## config.mk

```make
export PLATFORM = sky130hd
export DESIGN_NAME = signed_addsub_seq
export DESIGN_NICKNAME = d
export VERILOG_FILES = /design/src/rtl/addsub_pkg.sv /design/src/rtl/addsub_chunk.sv /design/src/rtl/signed_addsub_seq.sv
export SDC_FILE = /design/constraint.sdc
export NUM_CORES = 1
export LEC_CHECK = 0
export ABC_AREA = 1
export ABC_CLOCK_PERIOD_IN_PS = 6500
export CORE_ASPECT_RATIO = 2
export CORE_UTILIZATION = 57
export DETAILED_ROUTE_END_ITERATION = 16
export PLACE_DENSITY = 0.85
export SLEW_MARGIN = 25
export SYNTH_ARGS = -nofsm -noshare
export SYNTH_HDL_FRONTEND = slang
export SYNTH_HIERARCHICAL = 1
export SYNTH_SLANG_ARGS = --single-unit
```

## constraint.sdc

```tcl
create_clock -name i_clk -period 6.5 [get_ports i_clk]
set_input_delay 1.3 -clock i_clk [delete_from_list [all_inputs] [get_ports i_clk]]
set_output_delay 1.3 -clock i_clk [all_outputs]
set_load 0.05 [all_outputs]
```

## src/rtl/addsub_pkg.sv

```systemverilog
// Shared constants and helpers for the chunked signed add/subtract unit.
package addsub_pkg;

    localparam logic [1:0] ST_IDLE = 2'd0;
    localparam logic [1:0] ST_RUN  = 2'd1;
    localparam logic [1:0] ST_FIN  = 2'd2;

    localparam logic OP_ADD = 1'b0;
    localparam logic OP_SUB = 1'b1;

    // Widest operand the saturation helpers can describe.
    localparam int unsigned MAX_W = 64;

    function automatic logic [MAX_W-1:0] smin(input int unsigned width);
        return MAX_W'(1) << (width - 1);
    endfunction

    function automatic logic [MAX_W-1:0] smax(input int unsigned width);
        return smin(width) - MAX_W'(1);
    endfunction

endpackage

```

## src/rtl/addsub_chunk.sv

```systemverilog
// Combinational CHUNK-bit adder; also exposes the carry into its top bit for overflow detection.
module addsub_chunk #(
    parameter int unsigned CHUNK = 8
) (
    input  logic [CHUNK-1:0] i_a,
    input  logic [CHUNK-1:0] i_b,
    input  logic             i_cin,
    output logic [CHUNK-1:0] o_sum,
    output logic             o_cout,
    output logic             o_c_msb
);

    logic [CHUNK:0] w_full;

    assign w_full  = {1'b0, i_a} + {1'b0, i_b} + {{CHUNK{1'b0}}, i_cin};
    assign o_sum   = w_full[CHUNK-1:0];
    assign o_cout  = w_full[CHUNK];
    // Sum bit = a ^ b ^ carry-in, so the carry into the top bit falls out directly.
    assign o_c_msb = i_a[CHUNK-1] ^ i_b[CHUNK-1] ^ w_full[CHUNK-1];

endmodule

```

## src/rtl/signed_addsub_seq.sv

```systemverilog
// Multi-cycle signed add/subtract: CHUNK bits per cycle, start/done handshake, optional saturation.
module signed_addsub_seq
    import addsub_pkg::*;
#(
    parameter int unsigned WIDTH = 32,
    parameter int unsigned CHUNK = 8
) (
    input  logic             i_clk,
    input  logic             i_rst,
    input  logic             i_start,
    input  logic             i_op,
    input  logic             i_sat_en,
    input  logic [WIDTH-1:0] i_a,
    input  logic [WIDTH-1:0] i_b,
    output logic             o_busy,
    output logic             o_done,
    output logic [WIDTH-1:0] o_result,
    output logic             o_ovf,
    output logic             o_neg,
    output logic             o_zero
);

    localparam int unsigned NCHUNK = WIDTH / CHUNK;
    localparam int unsigned CNT_W  = (NCHUNK > 1) ? $clog2(NCHUNK) : 1;
    localparam logic [CNT_W-1:0] CNT_LAST = CNT_W'(NCHUNK - 1);
    localparam logic [WIDTH-1:0] SAT_MIN  = WIDTH'(smin(WIDTH));
    localparam logic [WIDTH-1:0] SAT_MAX  = WIDTH'(smax(WIDTH));

    logic [1:0]       r_state;
    logic [CNT_W-1:0] r_cnt;
    logic [WIDTH-1:0] r_a;
    logic [WIDTH-1:0] r_b;
    logic [WIDTH-1:0] r_sum;
    logic             r_carry;
    logic             r_sat;
    logic             r_a_sign;
    logic [WIDTH-1:0] r_result;
    logic             r_ovf;

    logic [CHUNK-1:0] w_sum;
    logic             w_cout;
    logic             w_c_msb;
    logic [WIDTH-1:0] w_sum_next;
    logic             w_ovf;
    logic [WIDTH-1:0] w_result;

    addsub_chunk #(
        .CHUNK (CHUNK)
    ) u_chunk (
        .i_a     (r_a[CHUNK-1:0]),
        .i_b     (r_b[CHUNK-1:0]),
        .i_cin   (r_carry),
        .o_sum   (w_sum),
        .o_cout  (w_cout),
        .o_c_msb (w_c_msb)
    );

    // Chunks enter at the top and shift down, so after NCHUNK steps chunk 0 sits at bit 0.
    assign w_sum_next = (r_sum >> CHUNK) | (WIDTH'(w_sum) << (WIDTH - CHUNK));
    assign w_ovf      = w_c_msb ^ w_cout;
    assign w_result   = (r_sat && w_ovf) ? (r_a_sign ? SAT_MIN : SAT_MAX) : w_sum_next;

    // Final result is registered on the last RUN edge so it is valid throughout the FIN cycle.
    always_ff @(posedge i_clk or posedge i_rst) begin
        if (i_rst) begin
            r_state  <= ST_IDLE;
            r_cnt    <= '0;
            r_a      <= '0;
            r_b      <= '0;
            r_sum    <= '0;
            r_carry  <= 1'b0;
            r_sat    <= 1'b0;
            r_a_sign <= 1'b0;
            r_result <= '0;
            r_ovf    <= 1'b0;
        end else begin
            case (r_state)
                ST_IDLE: begin
                    if (i_start) begin
                        r_a      <= i_a;
                        r_b      <= (i_op == OP_SUB) ? ~i_b : i_b;
                        r_carry  <= i_op;
                        r_sat    <= i_sat_en;
                        r_a_sign <= i_a[WIDTH-1];
                        r_cnt    <= '0;
                        r_state  <= ST_RUN;
                    end
                end
                ST_RUN: begin
                    r_a     <= r_a >> CHUNK;
                    r_b     <= r_b >> CHUNK;
                    r_sum   <= w_sum_next;
                    r_carry <= w_cout;
                    r_cnt   <= r_cnt + CNT_W'(1);
                    if (r_cnt == CNT_LAST) begin
                        r_result <= w_result;
                        r_ovf    <= w_ovf;
                        r_state  <= ST_FIN;
                    end
                end
                ST_FIN: begin
                    r_state <= ST_IDLE;
                end
                default: begin
                    r_state <= ST_IDLE;
                end
            endcase
        end
    end

    assign o_busy   = (r_state == ST_RUN);
    assign o_done   = (r_state == ST_FIN);
    assign o_result = r_result;
    assign o_ovf    = r_ovf;
    assign o_neg    = r_result[WIDTH-1];
    assign o_zero   = (r_result == '0);

endmodule

```

==> summary.md, run 1 <==
The final number of max-transition violations was 0. The maximum resistive drop on vdd is 0.310 mV. The tools report the sequential area share after synthesis as 51.8%. The final critical path time including I/O delays and setup works out to 3.46 ns. The first routing iteration left 318 violations. After floorplanning, the core was divided into 53 placement rows.

The signal on the critical path passes through nor2_1 -> nand2_1 -> nor2_1 -> nand2_1 -> nor2_1 -> clkdlybuf4s50_1. The most numerous cell on the critical path is nor2_1. The ratio of cells with drive above 1 in the final layout was 6.17%.

The global routing stage identified its most utilized layer as met2. Routing usage on met1: 29.8%. The first global-routing pass estimated 23100 um of wire.

Adding up every negative setup slack in the final design gives 0 ns. After layout, the worst path uses 53.3% of the clock period. Timing would allow up to 289 MHz. The tools report the first-pass iteration count of the detailed router as 7.

Share of synthesized flip-flops with an asynchronous set or reset: 100%. The most frequently used flop master after synthesis was dfrtp_1. The delay contributed by the slowest stage of the critical path works out to 0.80 ns. After synthesis the netlist holds a flip-flop and latch count of 128. At the end of routability-driven placement, the weighted congestion stood at 0.858. Grouping stages by cell kind, the critical path spends the most delay in buffers and inverters. In the synthesized netlist, the cells that appear most often are 452 x nand2_1, 128 x dfrtp_1, 54 x nand3_1, 25 x xor2_1, 24 x nor2_1. At the pin with the least slew margin, the transition time is 0.864 ns.

The tools report the number of distinct library cell variants in the gate-level netlist after synthesis as 26. In this run, post-CTS repair resized a total of 0 instances. Clock-pin slew was measured on the worst setup and hold paths at 0.06 ns. The tools report the required time at the worst-slack endpoint as 5.20 ns. The run finished with clean final reports.

Launching element type of the critical path: a flip-flop. After clock tree synthesis, the setup repair step added 0 buffers. At the later pin of the worst-skew pair, clock insertion delay measures 0.42 ns.

For this run, the total global-route usage over all layers was measured as 27.8%. The DRC violations left is 0, and the growth of design area from synthesis to finish is 27.1%. The cell with the largest stage delay on the worst path was clkdlybuf4s50_1. Sorting the synthesized cells by area gives the leading types as dfrtp_1 52%, nand2_1 27%, nand3_1 4.4%. The die covers 0.0113 mm2. During synthesis, Yosys emitted a total of 6 warnings. The run gives 0 as the number of nets with antenna violations after detailed routing. For this configuration, the core starts out at a cell density of 58.7%. The final non-filler cell total came out at 1029. For the number of antenna violations at the first check in global routing, the log shows 0. The critical-path maximum fanout came out at 3. The post-synthesis net count was 869; the die outline width was 75.7 um. The number of buffers added to fix hold violations after cts is 0. On the final layout, the worst hold slack is 0.474 ns.

The critical path is of the flip-flop to output pin type. The average vias per placed instance came out at 5.26. The floorplan step defined a core boundary enclosing 0.0105 mm2. Entering global routing, the biggest net connects 86 pins. TritonCTS built the clock tree. The worst pin sits at a relative slew slack of 42.4%. Global routing consumed, on the met3 layer, 7.23% of the routing resources. Input and output buffers added on the ports amount to 105.

After detailed routing, the average wire length per cell comes to 13.9 um. The number of global-route vias before repair came out at 5102. The class of the most critical hold timing path was flip-flop to flip-flop. The total vias in the final route was 5412; the number of hold violations in the final report was 0. The met2 track demand over resource in global routing is 46.4%, and the endpoint arrival time on the critical path is 2.16 ns.

The CTS H-tree depth was 4; the number of synthesized flops with an enable pin was 0. Setup violations remaining at the end of the flow were counted as 0. The run gives 2 as the deepest clock path buffer count. The HPWL after detailed placement is 9720 um, and the portion of synthesized cell area occupied by the leading cell type is 51.8%. The height of the die is 149 um. After detailed routing, the total wire length is 14300 um. Summed over all cells, the static leakage comes to 4.06 nW. Number of top-level pins: 106.

Cell at the root of the clock tree: clkbuf_16. The mapped netlist covers 0.00619 mm2. Cell with the most instances after synthesis: nand2_1.

The post-layout net count is 958. The final antenna diode count is 0. Of all cell types, the one taking the most synthesized area is dfrtp_1. For this design the ratio of total power to cell area is 582 mW/mm2.

TritonCTS created 17 clock buffers. Setup repair after global routing left no endpoint under its margin. The tool flagged a number of max-cap violations equal to 0. In this run the mean area of a mapped cell was 7.83 um2.

The count of buffer and inverter cells on the critical path was 1; the instance count of the mapped netlist was 790. Clock skew on the completed layout was measured at 0.00610 ns. Summed over all layers, the global routing overflow is 0.

The run gives 74.6% as the final core utilization. For this design, the sink count on the clock tree is 128. For the number of cells in the design after placement, the log shows 997. STA classifies the critical path endpoint as an output pin.
power breakdown:
| group | switching (mW) | internal (mW) | total (mW) |
|---|---|---|---|
| clock network | 0.353 | 0.662 | 1.02 |
| registers | 0.269 | 1.16 | 1.43 |
| logic | 1.42 | 0.709 | 2.13 |
| total | 2.04 | 2.53 | 4.57 |
final cells by class:
cell class	instances	area, um2
sequential	128	3200
clock buffer	19	453
tap	137	171
clock inverter	13	184
multi-input combinational	604	2700
fill	719	2680
timing repair buffer	110	1080
inverter	18	72.6
stage by stage:
step                area (um2)  setup WS [ns]  total power, mW
floorplan                 6190           1.79             2.97
global placement          7220           3.32             3.43
detailed placement        7220           3.23             3.51
CTS                       7860           3.01             4.57
global route              7870           2.92             4.87
finish                    7870           3.04             4.57
worst min-delay path: stages (launching register included):
cell and delay [ns]:
dfrtp_1 0.34, nand2_1 0.05, nand2_1 0.05
layout by cell type (no fill, tap or decap), types with 4 or more instances in the layout:
cell type / netlist / final
dfrtp_1: 128 / 128
nand2_1: 452 / 452
o21ai_0: 13 / 13
buf_4: 10 / 5
clkbuf_16: 0 / 17
clkdlybuf4s50_1: 0 / 104
xor2_1: 25 / 25
nor2_1: 24 / 24
xnor2_1: 10 / 10
nand3_1: 54 / 53
inv_2: 5 / 5
ha_1: 8 / 8
inv_1: 13 / 12
bufinv_16: 0 / 4
per-layer routing:
layer  up-vias  wire length, um  share of wire, %
met5         -                0                 0
met3        67              612               4.3
li1       2606                -                 -
met1      2538             5090                36
met2       201             7730                54
met4         0              893               6.2
cell families after synthesis:
| kind of cell | Yosys count | share of synthesized area [%] |
|---|---|---|
| AO/OA/AOI/OAI | 16 | 1.36 |
| XOR/XNOR | 35 | 4.96 |
| adder cells (fa/ha/maj) | 10 | 2.27 |
| buffers and inverters | 58 | 4.77 |
| flip-flops | 128 | 51.8 |
| AND/OR/NAND/NOR | 543 | 34.9 |
worst paths after layout:
kind | end | from | depth (start not counted) | slack [ns]
worst max-delay path | o_zero | o_result[28] | 6 | 3.04
worst min-delay path | r_a[26] | r_a[26] | 2 | 0.47
worst max register to register | o_result[24] | r_a[0] | 14 | 3.47
worst min register to register | r_a[26] | r_a[26] | 2 | 0.47
max in group asynchronous | r_b[11] | i_rst | 3 | 4.00
min in group asynchronous | o_ovf | i_rst | 2 | 1.35
state kept, by name, indices dropped and copies added, names as in the netlist:
register and count:
r_sat 1, r_carry 1, r_cnt 2, o_result 32
r_a 32, r_b 32, o_ovf 1, r_state 2
r_sum 24, r_a_sign 1
Power figures use the tool's default switching activity.
==> run 2, diff against run 1 <==
--- a/config.mk
+++ b/config.mk
@@ -6,11 +6,11 @@
 export NUM_CORES = 1
 export LEC_CHECK = 0
 export ABC_AREA = 1
-export ABC_CLOCK_PERIOD_IN_PS = 6500
+export ABC_CLOCK_PERIOD_IN_PS = 2950
 export CORE_ASPECT_RATIO = 2
-export CORE_UTILIZATION = 57
+export CORE_UTILIZATION = 48
 export DETAILED_ROUTE_END_ITERATION = 16
-export PLACE_DENSITY = 0.85
+export PLACE_DENSITY = 0.76
 export SLEW_MARGIN = 25
 export SYNTH_ARGS = -nofsm -noshare
 export SYNTH_HDL_FRONTEND = slang
==> constraint.sdc (replaced) <==
create_clock -name i_clk -period 2.95 [get_ports i_clk]
set_input_delay 0.59 -clock i_clk [delete_from_list [all_inputs] [get_ports i_clk]]
set_output_delay 0.59 -clock i_clk [all_outputs]
set_load 0.05 [all_outputs]
==> run 2 against run 1 <==
Compared with the run above: global-route usage is 4.5 points lower; clock-buffer cell count is 1 lower; design area is 0.21% higher; critical path depth stayed put; highest routed layer unchanged.
==> summary.md, run 2 (synthesis results as in run 1) <==
The logs give 0 (unchanged) for the final number of max-transition violations and 0 (unchanged) for the total setup violations reported at the end of the flow. Kind of critical path: flip-flop to output pin. The critical-path maximum fanout works out to 3 (unchanged). The post-CTS repair timing setup buffer count was 0 (unchanged); the post-layout net count was 961 (+0.31%).

The initial core utilization was 49.3% (-9.4 points). Number of buffers inserted by port buffering: 105 (unchanged). For the final non-filler cell total, the log shows 1045 (+1.6%). The run gives 0 (unchanged) as the number of nets with antenna violations after detailed routing. The run gives 58 (+9.4%) as the number of standard-cell rows in the floorplan.

The number of cells on the worst reg-to-reg path is 16 (+2). The run gives 23.3% (-4.5 points) as the combined global-route utilization of all metal layers. Leaving out fill and tap cells, the most frequent cell in the layout is nand2_1. The wire length per cell is 13.1 um (-5.9%), and the clock latency on the worst-skew pair is 0.42 ns (about the same).

The tools report the leakage power summed over all cells as 4.05 nW (-0.18%). The launch instance of the worst register-to-register path was r_a[0]. The average vias per placed instance came out at 4.99 (-5.2%).

The post-CTS clock slew at the launch and capture registers of the worst setup and hold paths came out at 0.06 ns (about the same). The ratio of cells with drive above 1 in the final layout is 6.37% (+0.20 points), and the maximum clock frequency is 357 MHz. The logs give 1013 (+1.6%) for the number of cells in the design after placement and 0.729 mV (+140%) for the maximum resistive drop on vdd. The cell at the root of the clock tree is clkbuf_16. The run gives 4 (unchanged) as the CTS H-tree depth. The worst setup path is captured at an output pin.

The startpoint of the worst hold path was r_a[25]. The area of the die came out at 0.0134 mm2 (+18%). The tools report the maximum number of pins on one net before global-route repair as 129 (+50%). The logs give 4 (-3) for the first-pass iteration count of the detailed router and 1149 (+60%) for the layout filler cell count. Leaving out fill and tap cells, the most frequent cells in the layout are 452 x nand2_1, 128 x dfrtp_1, 104 x clkdlybuf4s50_1. The logs give 23400 um (+1.3%) for the wire length of the first global-routing pass and 9270 um (-4.7%) for the HPWL after detailed placement. The slack of the worst reg-to-reg path was 0.30 ns (-3.17 ns); the endpoint arrival time on the critical path was 2.21 ns (+0.05 ns). The worst register-to-register path ends at o_result[16]. The count of clock tree sinks is 128 (unchanged). Die outline width: 82.3 um (+8.7%).

The logs give 0.331 ns (-2.90 ns) for the pre-CTS setup slack and 0.00762 ns (+0.00152 ns) for the worst clock skew on the final layout. The run finished with clean final reports. Deepest clock path buffer count: 2 (unchanged). The TritonCTS buffer count was 17 (unchanged).

The transition time at the pin with the least slew margin is 0.919 ns (+0.0552 ns). The tools report the max-cap check violation count as 0 (unchanged). The run gives 4996 (-2.1%) as the number of global-route vias before repair. The cell area power density is 1250 mW/mm2 (+110%). The final antenna diode count was 0 (unchanged); the final worst slack was 0.147 ns (-2.89 ns). Number of antenna violations at the first check in global routing: 0 (unchanged). TritonCTS built the clock tree. The number of hold violations in the final report was 0 (unchanged). The worst hold path terminates at r_a[25].

The power consumption is 9.82 mW (+110%). The height of the die came out at 163 um (+8.9%). The final cycle utilization of the critical path works out to 95.0%.

The number of buffers added to fix hold violations after cts is 0 (unchanged). The min-delay analysis places its worst path in the category flip-flop to flip-flop. The number of top-level pins was 106 (unchanged). For the routability congestion estimate from global placement, the log shows 0.845 (-1.5%).

The run gives 38.7% (-3.7 points) as the worst-case headroom to the max-slew limit. The DRC violation total after the first TritonRoute iteration came out at 264 (-17%). The run gives 0 (unchanged) as the total congestion overflow after global routing. The tools report the DRC violations left as 0 (unchanged). The number of cells traversed by the worst hold path works out to 2 (unchanged).

Setup repair after global routing left no endpoint under its margin. The run gives 13700 um (-4.4%) as the total wire length. Final critical path time including I/O delays and setup: 2.80 ns. The logs give 5212 (-3.7%) for the total vias in the final route and 0 (unchanged) for the post-CTS resize count. Relative to the synthesized area, the layout overhead comes to 27.4%. Sum of negative setup slack: 0 ns (unchanged). Launching element type of the critical path: a flip-flop. For the required time at the worst-slack endpoint, the log shows 2.36 ns (-2.84 ns). The run gives 0.0126 mm2 (+19%) as the standard cell core area.
## run 2: critical path: stages, from the launching register on
cell	delay, ns
dfrtp_1	0.40
nor2_1	0.11
nand2_1	0.07
nor2_1	0.22
nand2_1	0.10
nor2_1	0.09
clkdlybuf4s50_1	0.80
## run 2: final cells by class
class	instances	area, um2	area share, %
Sequential cell	128	3200	40.6
Timing Repair Buffer	113	1130	14.4
Tap cell	150	188	2.38
Multi-Input combinational cell	604	2690	34.2
Inverter	18	71.3	0.905
Clock buffer	18	439	5.57
Clock inverter	14	156	1.98
## run 2: worst max path at each step
| stage | from | endpoint | slack [ns] | cells after the start |
|---|---|---|---|---|
| finish | o_result[4] | o_zero | 0.15 | 6 |
| global route | r_a[0] | o_result[22] | 0.02 | 16 |
| CTS | o_result[4] | o_zero | 0.11 | 6 |
| detailed placement | r_a[0] | o_result[23] | 0.33 | 16 |
| global placement | r_a[0] | o_result[18] | 0.42 | 16 |
| floorplan | r_a[0] | o_result[0] | 0.51 | 15 |
## run 2: through the flow
step	area, um2	hold WS, ns	utilization [%]
after global routing	7880	0.490	62.8
after global placement	7290	0.454	58.0
final	7880	0.469	62.8
after CTS	7880	0.473	62.8
after detailed placement	7290	0.459	58.0
after floorplan	6190	0.442	-
## run 2: routing by layer
metal / GRT usage, % / vias up / share of wire [%]
li1: - / 2612 / -
met1: 25.6 / 2442 / 38
met2: 41.0 / 123 / 55
met3: 4.59 / 35 / 3.2
met4: 11.9 / 0 / 4.0
met5: 0 / - / 0
## run 2: where the power goes
| part | switching (mW) | leakage, nW | total [mW] | internal, mW |
|---|---|---|---|---|
| Clock | 0.810 | 0.280 | 2.09 | 1.28 |
| Combinational | 3.01 | 2.14 | 4.61 | 1.60 |
| Sequential | 0.568 | 1.63 | 3.13 | 2.56 |
| Total | 4.39 | 4.05 | 9.82 | 5.44 |
